[config.mk]
export PLATFORM = sky130hd
export DESIGN_NAME = channel_monitor_recorder_flat
export DESIGN_NICKNAME = d
export VERILOG_FILES = /design/src/rtl/channel_monitor_recorder_if.sv /design/src/rtl/channel_monitor_recorder.sv /design/src/flat_wrapper.sv
export SDC_FILE = /design/constraint.sdc
export NUM_CORES = 1
export LEC_CHECK = 0
export CAP_MARGIN = 15
export CORE_MARGIN = 2
export CORE_UTILIZATION = 40
export CTS_BUF_LIST = sky130_fd_sc_hd__clkbuf_8
export DETAILED_ROUTE_END_ITERATION = 8
export PLACE_DENSITY = 0.66
export SYNTH_ARGS = -nofsm -noshare
export SYNTH_HDL_FRONTEND = slang
export SYNTH_SLANG_ARGS = --single-unit
[constraint.sdc]
create_clock -name clk -period 7.5 [get_ports clk]
set_input_delay 0.75 -clock clk [delete_from_list [all_inputs] [get_ports clk]]
set_output_delay 0.75 -clock clk [all_outputs]
set_load 0.02 [all_outputs]
[src/rtl/channel_monitor_recorder_if.sv]
// Monitor-in / record-out channel bundle for channel_monitor_recorder.
// The DUT takes the slave side; the producer/consumer environment takes the master side.
interface channel_monitor_recorder_if #(
    parameter int TS_WIDTH = 16
);
    logic                  monitor_ready;
    logic                  monitor_valid;
    logic [9:0]            monitor_data;
    logic                  record_ready;
    logic                  record_valid;
    logic [TS_WIDTH+7:0]   record_data;
    logic                  overflow;
    logic [7:0]            drop_count;

    modport master (
        output monitor_valid,
        output monitor_data,
        output record_ready,
        input  monitor_ready,
        input  record_valid,
        input  record_data,
        input  overflow,
        input  drop_count
    );

    modport slave (
        input  monitor_valid,
        input  monitor_data,
        input  record_ready,
        output monitor_ready,
        output record_valid,
        output record_data,
        output overflow,
        output drop_count
    );
endinterface

[src/rtl/channel_monitor_recorder.sv]
// Timestamps observed channel beats and buffers {ts, data} records in a FIFO,
// counting captures lost when the FIFO is full and nothing drains that cycle.
module channel_monitor_recorder #(
    parameter int DEPTH    = 8,
    parameter int TS_WIDTH = 16
) (
    input logic                       clk,
    input logic                       rst,
    channel_monitor_recorder_if.slave bus
);
    localparam int AW = $clog2(DEPTH);
    localparam int CW = AW + 1;
    localparam int RW = TS_WIDTH + 8;

    logic [TS_WIDTH-1:0] ts_q, ts_d;
    logic [AW-1:0]       wrPtr_q, wrPtr_d;
    logic [AW-1:0]       rdPtr_q, rdPtr_d;
    logic [CW-1:0]       count_q, count_d;
    logic                overflow_q, overflow_d;
    logic [7:0]          dropCount_q, dropCount_d;
    logic [RW-1:0]       mem_q [DEPTH];

    logic capture;
    logic fifoEmpty;
    logic fifoFull;
    logic pop;
    logic push;
    logic drop;
    logic unusedMonitorBit;

    assign unusedMonitorBit = bus.monitor_data[8];

    assign fifoEmpty = (count_q == '0);
    assign fifoFull  = (count_q == CW'(DEPTH));
    assign capture   = !rst && bus.monitor_valid && bus.monitor_data[9];
    assign pop       = !rst && !fifoEmpty && bus.record_ready;
    // A full FIFO still accepts a capture when the head leaves in the same cycle.
    assign push      = capture && (!fifoFull || pop);
    assign drop      = capture && fifoFull && !pop;

    always_comb begin
        ts_d        = ts_q + TS_WIDTH'(1);
        wrPtr_d     = wrPtr_q;
        rdPtr_d     = rdPtr_q;
        count_d     = count_q;
        overflow_d  = overflow_q;
        dropCount_d = dropCount_q;
        if (push) begin
            wrPtr_d = wrPtr_q + AW'(1);
        end
        if (pop) begin
            rdPtr_d = rdPtr_q + AW'(1);
        end
        if (push && !pop) begin
            count_d = count_q + CW'(1);
        end else if (pop && !push) begin
            count_d = count_q - CW'(1);
        end
        if (drop) begin
            overflow_d = 1'b1;
            if (dropCount_q != 8'hFF) begin
                dropCount_d = dropCount_q + 8'd1;
            end
        end
    end

    always_ff @(posedge clk) begin
        if (rst) begin
            ts_q        <= '0;
            wrPtr_q     <= '0;
            rdPtr_q     <= '0;
            count_q     <= '0;
            overflow_q  <= 1'b0;
            dropCount_q <= 8'd0;
        end else begin
            ts_q        <= ts_d;
            wrPtr_q     <= wrPtr_d;
            rdPtr_q     <= rdPtr_d;
            count_q     <= count_d;
            overflow_q  <= overflow_d;
            dropCount_q <= dropCount_d;
        end
    end

    // Storage needs no reset: pointers and occupancy alone define what is valid.
    always_ff @(posedge clk) begin
        if (push) begin
            mem_q[wrPtr_q] <= {ts_q, bus.monitor_data[7:0]};
        end
    end

    assign bus.monitor_ready = 1'b1;
    assign bus.record_valid  = !fifoEmpty;
    assign bus.record_data   = mem_q[rdPtr_q];
    assign bus.overflow      = overflow_q;
    assign bus.drop_count    = dropCount_q;
endmodule

[src/flat_wrapper.sv]
// flat-port wrapper written by rule: the top's interface ports become plain ports
module channel_monitor_recorder_flat 
#(
    parameter int DEPTH    = 8,
    parameter int TS_WIDTH = 16
)
  (clk, rst, bus_monitor_valid, bus_monitor_data, bus_record_ready, bus_monitor_ready, bus_record_valid, bus_record_data, bus_overflow, bus_drop_count);
  channel_monitor_recorder_if #(.TS_WIDTH(TS_WIDTH)) bus_i ();
  input logic clk;
  input logic rst;
  input wire logic [$bits(bus_i.monitor_valid)-1:0] bus_monitor_valid;
  input wire logic [$bits(bus_i.monitor_data)-1:0] bus_monitor_data;
  input wire logic [$bits(bus_i.record_ready)-1:0] bus_record_ready;
  output wire logic [$bits(bus_i.monitor_ready)-1:0] bus_monitor_ready;
  output wire logic [$bits(bus_i.record_valid)-1:0] bus_record_valid;
  output wire logic [$bits(bus_i.record_data)-1:0] bus_record_data;
  output wire logic [$bits(bus_i.overflow)-1:0] bus_overflow;
  output wire logic [$bits(bus_i.drop_count)-1:0] bus_drop_count;
  assign bus_i.monitor_valid = bus_monitor_valid;
  assign bus_i.monitor_data = bus_monitor_data;
  assign bus_i.record_ready = bus_record_ready;
  assign bus_monitor_ready = bus_i.monitor_ready;
  assign bus_record_valid = bus_i.record_valid;
  assign bus_record_data = bus_i.record_data;
  assign bus_overflow = bus_i.overflow;
  assign bus_drop_count = bus_i.drop_count;
  channel_monitor_recorder #(.DEPTH(DEPTH), .TS_WIDTH(TS_WIDTH)) u_core (.clk(clk), .rst(rst), .bus(bus_i));
endmodule
; ---- Yosys cells after proc, flatten, opt, wreduce, memory -nomap -nowiden
; Memories as Yosys holds them, arrays and structs flattened. A register that Yosys moved wholly into a read port is not among the register bits.
; Index checks and enable logic that the tools add are counted.
[word_totals]
n_memories = 1
latch_bits = 0
romBits = 0
out_inout_bits = 35
register_bits = 35
mem_bits_rw = 192
[mem_list]
columns = name, depth, word_bits, read_ports, rd_ports_with_merged_regs, wr, line_no
row1 = u_core.mem_q, 8, 24, 1, 1, 1, channel_monitor_recorder.sv:21  ; logic [RW-1:0] mem_q [DEPTH];
[classes]
add_sub_neg = 6
bitwise = 0
n_shift = 0
n_lt_le_gt_ge = 0
n_reduce_logical = 18
n_div = 0
mul = 0
n_eq_ne = 2
mux = 6
[ops]
columns = operator, n
row1 = $add 16x1->16 const B, 1
row2 = $logic_and 1x1->1, 9
row3 = $add 8x1->8 const B, 1
row4 = $mux 4, 2
row5 = $ne 8x8->1 const B, 1
row6 = $add 3x1->3 const B, 2
row7 = $mux 3, 2
row8 = $logic_not 1->1, 5
row9 = $add 4x1->4 const B, 1
row10 = $eq 4x4->1 const B, 1
row11 = $logic_not 4->1, 1
row12 = $sub 4x1->4 const B, 1
row13 = $mux 1, 2
row14 = $reduce_and 2->1, 1
row15 = $reduce_bool 2->1, 1
row16 = $logic_or 1x1->1, 1

; ---- Longest topological paths before layout
; Gate-level depths: netlist of the first run.
[logic_depth]
depth_word = 10
mapped_depth = 11

; ---- Worst setup path before layout of the first run
; OpenSTA, ideal clock, no wires.
[synth_timing]
kind = input-to-reg
start = in rst
end = mem u_core.mem_q[0][0] (netlist name), enable pin
stages = 6
arrival_ns = 3.071
required_ns = 7.065
path_slack_ns = 3.994
path_cell_list = buf_6 > and3b_1 > o21ai_1 > inv_2 > nand2b_1 > nor3_1
[synth_via]
elab_chain_len = 7
[synth_lines]
columns = item, line_no
row1 = start: declaration, flat_wrapper.sv:10  ; input logic rst;
row2 = $logic_not 1->1 *, "channel_monitor_recorder.sv:35, channel_monitor_recorder.sv:36"
row3 = $logic_and 1x1->1 (2 in a row), channel_monitor_recorder.sv:36  ; assign pop = !rst && !fifoEmpty && bus.record_ready;
row4 = $logic_or 1x1->1, channel_monitor_recorder.sv:38  ; assign push = capture && (!fifoFull || pop);
row5 = $logic_and 1x1->1 *, channel_monitor_recorder.sv:38
row6 = net u_core.push, channel_monitor_recorder.sv:27  ; logic push;
row7 = $mux 1 *, channel_monitor_recorder.sv:87  ; if (push) begin
row8 = $mux 1 (implied by the code) *, channel_monitor_recorder.sv:88  ; mem_q[wrPtr_q] <= {ts_q, bus.monitor_data[7:0]};
row9 = end: declaration, channel_monitor_recorder.sv:21
; The timed path passes the listed nets; every way through them passes the cells marked *.

==> flow_summary.yaml, run 1 <==
global_routing:
  antenna_found_initial: 0
  grtUsageTotal_pct: 13.9
  grt_pass1_vias: 4724
  overflow: 0
  grt_start_max_net_pins: 49
  grt_pass1_wl_um: 25400
worst_setup_path:
  rr_worst_depth: 10
  worstSetupStartpointType: "flop"
  r2r-start: "u_core.count_q[0]"
  r2r_end: "u_core.count_q[3]"
  arrival_ns: 3.00
  required_ns: 6.75
  cp-end-kind: "output port"
  crit_type: "flop to output port"
  cp_max_fo: 48
  r2r_setup_slack_ns: 4.62
cts:
  post_cts_resized: 0
  cts_made_buffers: 37
  cts_tree: "built"
  htree_levels: 2
  cts_setup_buffers: 0
  cts.sinks: 230
  root_buffer: "clkbuf_8"
  path_clk_slew_ns: 0.05
  cts_max_path_buffers: 3
  clkLatencyLatePin_ns: 0.52
  hold_buffers: 0
power:
  p_leak_uw: 0.00332
  powerDensity_nw_per_um2: 261
  max-vdd-ir-drop_mv: 0.121
logic_synthesis:
  syn_area_um2: 8960
  synth_nets: 504
  synth_cell_type_count: 46
  synth_warnings: 0
  synth-main-ff-cell: "edfxtp_1"
  yosysMostFrequentCell: "edfxtp_1"
  synth_area_leaders: "edfxtp_1 (64%), mux4_2 (12%), dfxtp_1 (8.5%), mux2_2 (3.0%), nor2_1 (1.2%)"
  synth_edf_count: 192
  synth.top_cell.area_share_pct: 64.3
  netlist_instances: 482
  async_reset_ff_share_pct: 0
  yosysTopAreaCell: "edfxtp_1"
  ys_ff_latch: 230
  ys_seq_area_share_pct: 72.8
  syn_area_per_cell_um2: 18.6
  yosys-top-cells-count: "edfxtp_1 (192), mux4_2 (48), dfxtp_1 (38)"
timing:
  period_needed_ns: 3.75
  min_period_over_period_pct: 50.0
  setup_violations: 0
  tightest_slew_ns: 1.00
  finalHoldViolCount: 0
  slew_viol_final: 0
  timing.fmax_mhz: 266
  fin_setup_tns_ns: 0
  skew_ns: 0.0192
  rsz0062_at_grt: "false"
  relSlewSlack_pct: 33.2
routing:
  post_drt_wl_per_cell_um: 19.1
  drc: 0
  vias: 4529
  postRouteAntennaNets: 0
  viasPerCell: 5.30
  first_pass_iters: 5
  drtIter0Drc: 293
  drt_wl_total_um: 16300
die:
  coreArea_um2: 21900
  num_rows: 54
  die_w_um: 154
  io_pins: 49
  dieArea_um2: 23600
  start_util_pct: 40.9
  die_h_um: 154
final_layout:
  layout-drive-gt1-share_pct: 23.0
  area_growth_pct: 16.3
  fin_area_um2: 10400
  insertedDiodeCount: 0
  nets: 570
  finish.utilization_pct: 47.6
  finalNonFillerCells: 855
min_path:
  holdCritStartpoint: "u_core.rdPtr_q[1]"
  hold_class: "flop to flop"
  whs_path_depth: 2
placement:
  gp_congestion: 0.762
  placed_cells: 789
  place_area_um2: 9750
  portBuffers: 46
  dp_hpwl_um: 8620
run:
  cap_violations: 0
outcome:
  status: "completed"
[cell families (layout without fill, tap and decap cells)]
group,Yosys count,in the layout,synth area share [%]
other,1,1,0.0418
DFF,230,230,72.8
muxes,75,75,15.4
xor gates and xnor gates,14,14,1.37
and+or+nand+nor,95,95,5.65
AOI/OAI and AO/OA,30,30,2.00
adders and majority gates,8,8,1.20
buffers and inverters,29,122,1.49
[where the power goes]
part	leakage [µW]	internal, µW	switching [µW]
sequential	0.00207	1400	51.7
combinational	0.000848	179	126
clock	0.000401	508	462
total	0.00332	2080	640
[cells in the final DEF, fill, tap and decap left out, types with 2 or more instances in the layout]
cell / n
a21oi_1: 14
dfxtp_2: 2
clkinv_1: 7
nand3_1: 10
and4_1: 4
o31ai_1: 6
ha_1: 7
mux2i_1: 2
mux2_2: 24
nor2b_1: 4
edfxtp_1: 192
nor2_4: 6
clkinv_2: 3
clkdlybuf4s50_1: 46
buf_4: 4
or4_1: 7
nand2b_1: 3
inv_1: 20
nor2_1: 22
nor3_1: 3
nand4_1: 6
or3_1: 2
dfxtp_1: 35
nor3_2: 2
clkbuf_8: 38
mux4_2: 48
and2_1: 2
nor4_1: 3
nand2_1: 13
and3_1: 2
xnor2_1: 7
xor2_1: 7
o21ai_1: 4
[worst max-delay path by stage]
stage | to | cells after the start
CTS | bus_record_data[16] | 3
floorplan | u_core.mem_q[0][0] | 6
finish | bus_record_data[16] | 3
detailed placement | u_core.count_q[3] | 12
global placement | u_core.count_q[3] | 12
global route | bus_record_data[13] | 3
[stage by stage]
stage	total power [µW]	hold WS, ns	worst slack (ns)
6_report	2720	0.476	3.75
5_1_grt	2840	0.510	3.54
4_1_cts	2760	0.476	3.64
3_5_place_dp	1790	0.467	3.84
3_3_place_gp	1780	0.457	3.87
2_1_floorplan	1680	0.446	3.99
[layout make-up]
type / count / area (µm²)
fill: 1838 / 11500
inverter: 6 / 22.5
clock buffer: 38 / 523
multi-input combinational: 223 / 2360
sequential: 230 / 6530
tap: 280 / 350
clock inverter: 28 / 148
timing repair buffer: 50 / 490
[state kept, by name (all words and copies together), names as in the netlist, named ones only]
name	count
u_core.wrPtr_q	3
u_core.mem_q	192
u_core.bus.drop_count	8
u_core.bus.overflow	1
u_core.ts_q	16
u_core.count_q	4
u_core.rdPtr_q	3
[critical path, stage by stage, from the launching register on]
cell	delay, ns
dfxtp_4	1.01
mux4_2	0.61
mux2_2	0.30
clkdlybuf4s50_1	0.55
[metal layers]
| layer | vias up | wire (µm) | global-route usage, % |
|---|---|---|---|
| met5 | - | 0 | 0 |
| met4 | 0 | 296 | 5.29 |
| met3 | 28 | 930 | 3.38 |
| met2 | 129 | 8230 | 23.1 |
| met1 | 2293 | 6850 | 17.7 |
| li1 | 2079 | - | - |
Note: power is estimated with default switching activity, not from simulation.
==> run 2: changes to the inputs <==
Settings changed: PLACE_DENSITY 0.66 to 0.68.
Clock period 7.5 ns to 3.05 ns, I/O delays scaled along.
==> flow_summary.yaml, run 2 (synthesized netlist as in run 1, its figures left out) <==
outcome:
  status: "completed"
cts:
  htree_levels: 2
  root_buffer: "clkbuf_8"
  clkLatencyLatePin_ns: 0.52
  hold_buffers: 0
  cts_made_buffers: 37
  cts_tree: "built"
  path_clk_slew_ns: 0.06
  cts.sinks: 230
  cts_max_path_buffers: 3
worst_setup_path:
  r2r-start: "u_core.count_q[0]"
  crit_cells: 10
  r2r_setup_slack_ns: 0.21
  arrival_ns: 3.23
  crit_path_start: "u_core.count_q[0]"
  cpMostUsedCell: "ha_1"
  slowest_delay_ns: 0.55
  path_buf_inv: 2
  path_delay_family: "compound AO/OA/AOI/OAI gates"
  worst_path_max_delay_cell: "or4b_1"
  rr_worst_depth: 10
  cp_cell_sequence: "or4b_1 -> o21ai_2 -> inv_2 -> ha_1 -> inv_1 -> ha_1 -> a21oi_1 -> a211oi_1 -> a31oi_1 -> mux2_1"
  r2r_end: "u_core.count_q[3]"
  worstSetupStartpointType: "flop"
  critPathCapture: "u_core.count_q[3]"
  crit_type: "flop to flop"
  cp-end-kind: "flop"
  cp_max_fo: 6
  required_ns: 3.44
final_layout:
  area_growth_pct: 18.6
  finish.utilization_pct: 48.6
  multiInputGateArea_um2: 2340
  layout_common_cells: "edfxtp_1 (192), mux4_2 (48), clkdlybuf4s50_1 (46), clkbuf_8 (38), dfxtp_1 (36)"
  final_common_cell: "edfxtp_1"
  nets: 585
  largest_register_ffs: 192
  insertedDiodeCount: 0
  top_register: "u_core.mem_q"
  layout-drive-gt1-share_pct: 25.8
  seqCellArea_um2: 6530
  fill_cells: 1794
timing:
  relSlewSlack_pct: 64.4
  setup_violations: 0
  timing.fmax_mhz: 352
  tightest_slew_ns: 0.533
  finalHoldViolCount: 0
  min_period_over_period_pct: 93.2
  rsz0062_at_grt: "false"
  fin_setup_tns_ns: 0
  period_needed_ns: 2.84
  slew_viol_final: 0
  skew_ns: 0.0253
global_routing:
  grtUsageTotal_pct: 14.4
  grt_pass1_vias: 4843
  antenna_found_initial: 0
  overflow: 0
  grt_start_max_net_pins: 25
  grt_pass1_wl_um: 26300
power:
  powerDensity_nw_per_um2: 653
  p_leak_uw: 0.00341
  max-vdd-ir-drop_mv: 0.422
routing:
  drt_wl_total_um: 16700
  drc: 0
  postRouteAntennaNets: 0
  vias: 4636
  first_pass_iters: 5
  post_drt_wl_per_cell_um: 19.2
  viasPerCell: 5.33
  drtIter0Drc: 301
die:
  start_util_pct: 40.9
  coreArea_um2: 21900
  num_rows: 54
  io_pins: 49
  die_h_um: 154
  die_w_um: 154
  dieArea_um2: 23600
run:
  cap_violations: 0
placement:
  dp_hpwl_um: 9210
  gp_congestion: 0.761
  portBuffers: 46
min_path:
  hold_class: "flop to flop"
[run 2: how the worst min path moves through the flow]
stage                   startpoint                   to  cells after the start
2_1_floorplan  bus_monitor_data[0]   u_core.mem_q[0][0]                      0
3_3_place_gp   u_core.bus.overflow  u_core.bus.overflow                      2
3_5_place_dp   u_core.bus.overflow  u_core.bus.overflow                      2
4_1_cts        u_core.bus.overflow  u_core.bus.overflow                      2
5_1_grt        u_core.bus.overflow  u_core.bus.overflow                      2
6_report         u_core.rdPtr_q[1]                 flop                      2
[run 2: timing repair]
action	in CTS	in global routing
endpoints found under the setup margin	1	2
buffers inserted	2	0
resized for setup	0	2
pin swaps	0	0
[run 2: per-stage QoR]
| stage | cells | hold slack (ns) | area (µm²) | power, µW | setup WS [ns] |
|---|---|---|---|---|---|
| floorplan | 482 | 0.404 | 8970 | 4130 | 0.0100 |
| global placement | 802 | 0.457 | 9890 | 4410 | 0.205 |
| detailed placement | 802 | 0.466 | 9890 | 4430 | 0.0722 |
| CTS | 870 | 0.493 | 10600 | 7030 | 0.0534 |
| global route | 870 | 0.499 | 10600 | 7240 | 0.0189 |
| finish | 870 | 0.482 | 10600 | 6940 | 0.208 |
[run 2: layout make-up]
type	count	share of cell area, %
Clock inverter	28	1.88
Inverter	6	0.212
Multi-Input combinational cell	223	22.0
Tap cell	280	3.29
Clock buffer	38	4.92
Timing Repair Buffer	65	6.26
Sequential cell	230	61.4
[run 2: worst min-delay path: cells and delay by family, from the launching register on]
family | cells | cell delay, ns
DFF | 1 | 0.31
AOI/OAI and AO/OA | 1 | 0.07
and+or+nand+nor | 1 | 0.06
[run 2: per-layer routing]
layer / up-vias / global-route usage [%] / share of wire, %
li1: 2103 / - / -
met1: 2362 / 18.5 / 43
met2: 135 / 23.9 / 50
met3: 36 / 3.24 / 5.2
met4: 0 / 5.59 / 2.3
met5: - / 0 / 0
[run 2: report_power, final]
part	internal [µW]	total (µW)	switching (µW)	leakage, µW
Combinational	483	869	386	0.000938
Clock	1420	2580	1150	0.000404
Sequential	3430	3490	63.8	0.00207
Total	5330	6940	1600	0.00341
==> run 3: changes to the inputs <==
Settings changed: CORE_UTILIZATION 40 to 35, PLACE_DENSITY 0.68 to 0.62.
==> flow_summary.yaml, run 3 (synthesized netlist as in run 1, its figures left out) <==
die:
  die_w_um: 164
  num_rows: 58
  io_pins: 49
  coreArea_um2: 25200
  start_util_pct: 35.6
  die_h_um: 164
  dieArea_um2: 26900
timing:
  finalHoldViolCount: 0
  fin_ws_ns: 0.156
  timing.fmax_mhz: 346
  rsz0062_at_grt: "false"
  skew_ns: 0.0178
  fin_setup_tns_ns: 0
  min_period_over_period_pct: 94.9
  slew_viol_final: 0
  hold_ws_ns: 0.493
  setup_violations: 0
  period_needed_ns: 2.89
routing:
  viasPerCell: 5.00
  first_pass_iters: 4
  postRouteAntennaNets: 0
  drt_wl_total_um: 17400
  vias: 4631
  post_drt_wl_per_cell_um: 18.8
  drc: 0
  drtIter0Drc: 355
cts:
  cts_setup_buffers: 2
  post_cts_resized: 0
  cts.sinks: 230
  cts_made_buffers: 39
  htree_levels: 2
  hold_buffers: 0
  clkLatencyLatePin_ns: 0.54
  cts_max_path_buffers: 3
  root_buffer: "clkbuf_8"
  cts_tree: "built"
  path_clk_slew_ns: 0.06
placement:
  dp_hpwl_um: 9640
  portBuffers: 46
  gp_congestion: 0.807
  place_area_um2: 9960
  dp_worst_setup_slack_ns: 0.122
final_layout:
  largest_register_ffs: 192
  layout-drive-gt1-share_pct: 25.7
  final_common_cell: "edfxtp_1"
  multiInputGateArea_um2: 2330
  layout_common_cells: "edfxtp_1 (192), mux4_2 (48), clkdlybuf4s50_1 (46), clkbuf_8 (43), dfxtp_1 (36)"
  nets: 588
  top_register: "u_core.mem_q"
  insertedDiodeCount: 0
  fin_area_um2: 10700
  area_growth_pct: 19.8
  seqCellArea_um2: 6530
  fill_cells: 2181
worst_setup_path:
  worstSetupStartpointType: "flop"
  required_ns: 3.46
  cp_max_fo: 6
  arrival_ns: 3.30
  crit_type: "flop to flop"
  rr_worst_depth: 10
  cp-end-kind: "flop"
outcome:
  status: "completed"
power:
  switching_share_pct: 23.3
  powerDensity_nw_per_um2: 654
  power_switching_uw: 1640
  finalPower_uw: 7020
  max-vdd-ir-drop_mv: 0.320
  pwr-share-comb_pct: 12.5
  seqPwrFrac_pct: 49.6
  clockPowerShare_pct: 37.9
  p_leak_uw: 0.00348
  intPower_uw: 5390
global_routing:
  grt_pass1_wl_um: 26900
  grtUsageTotal_pct: 13.3
  antenna_found_initial: 0
  grt_start_max_net_pins: 31
  overflow: 0
  grt_pass1_vias: 4852
min_path:
  hold_class: "flop to flop"
  whs_path_depth: 2
run:
  cap_violations: 0
-- run 3: metal layers --
layer  part of all wire [%]  GRT usage, %  wire length, µm
met3                    4.9          2.98              847
met2                     50          23.0             8720
met1                     43          16.5             7450
met5                      0             0                0
met4                    2.3          4.82              397
-- run 3: power by group through the flow --
stage	Sequential, µW	Combinational, µW	Clock, µW
detailed placement	3570	868	0
CTS	3490	900	2730
floorplan	3530	599	0
finish	3490	878	2660
global route	3490	959	2860
global placement	3570	855	0
-- run 3: metrics by stage --
step / utilization [%] / std cells
after floorplan: - / 482
after global placement: 39.5 / 853
after detailed placement: 39.5 / 853
after CTS: 42.6 / 926
after global routing: 42.6 / 926
final: 42.6 / 926
-- run 3: final cells by class --
cell class,count,area share (%)
timing repair buffer,66,6.27
tap,330,3.84
multi-input combinational,223,21.7
inverter,6,0.210
clock inverter,28,1.62
clock buffer,43,5.51
sequential,230,60.8
-- run 3: worst paths after layout --
kind | startpoint | to | slack, ns
worst min register to register | u_core.wrPtr_q[0] | u_core.wrPtr_q[0] | 0.49
worst max register to register | u_core.count_q[0] | u_core.count_q[3] | 0.16
worst max-delay path | u_core.count_q[0] | u_core.count_q[3] | 0.16
worst min-delay path | u_core.wrPtr_q[0] | u_core.wrPtr_q[0] | 0.49
-- run 3: critical path, cell delays in order, from the launching register on --
cell and delay, ns:
dfxtp_1 0.37, or4b_1 0.54, o21ai_1 0.27, inv_2 0.11, ha_1 0.22, inv_1 0.14, ha_1 0.30, a21oi_1 0.20
a211oi_1 0.09, a31oi_1 0.19, mux2_1 0.33
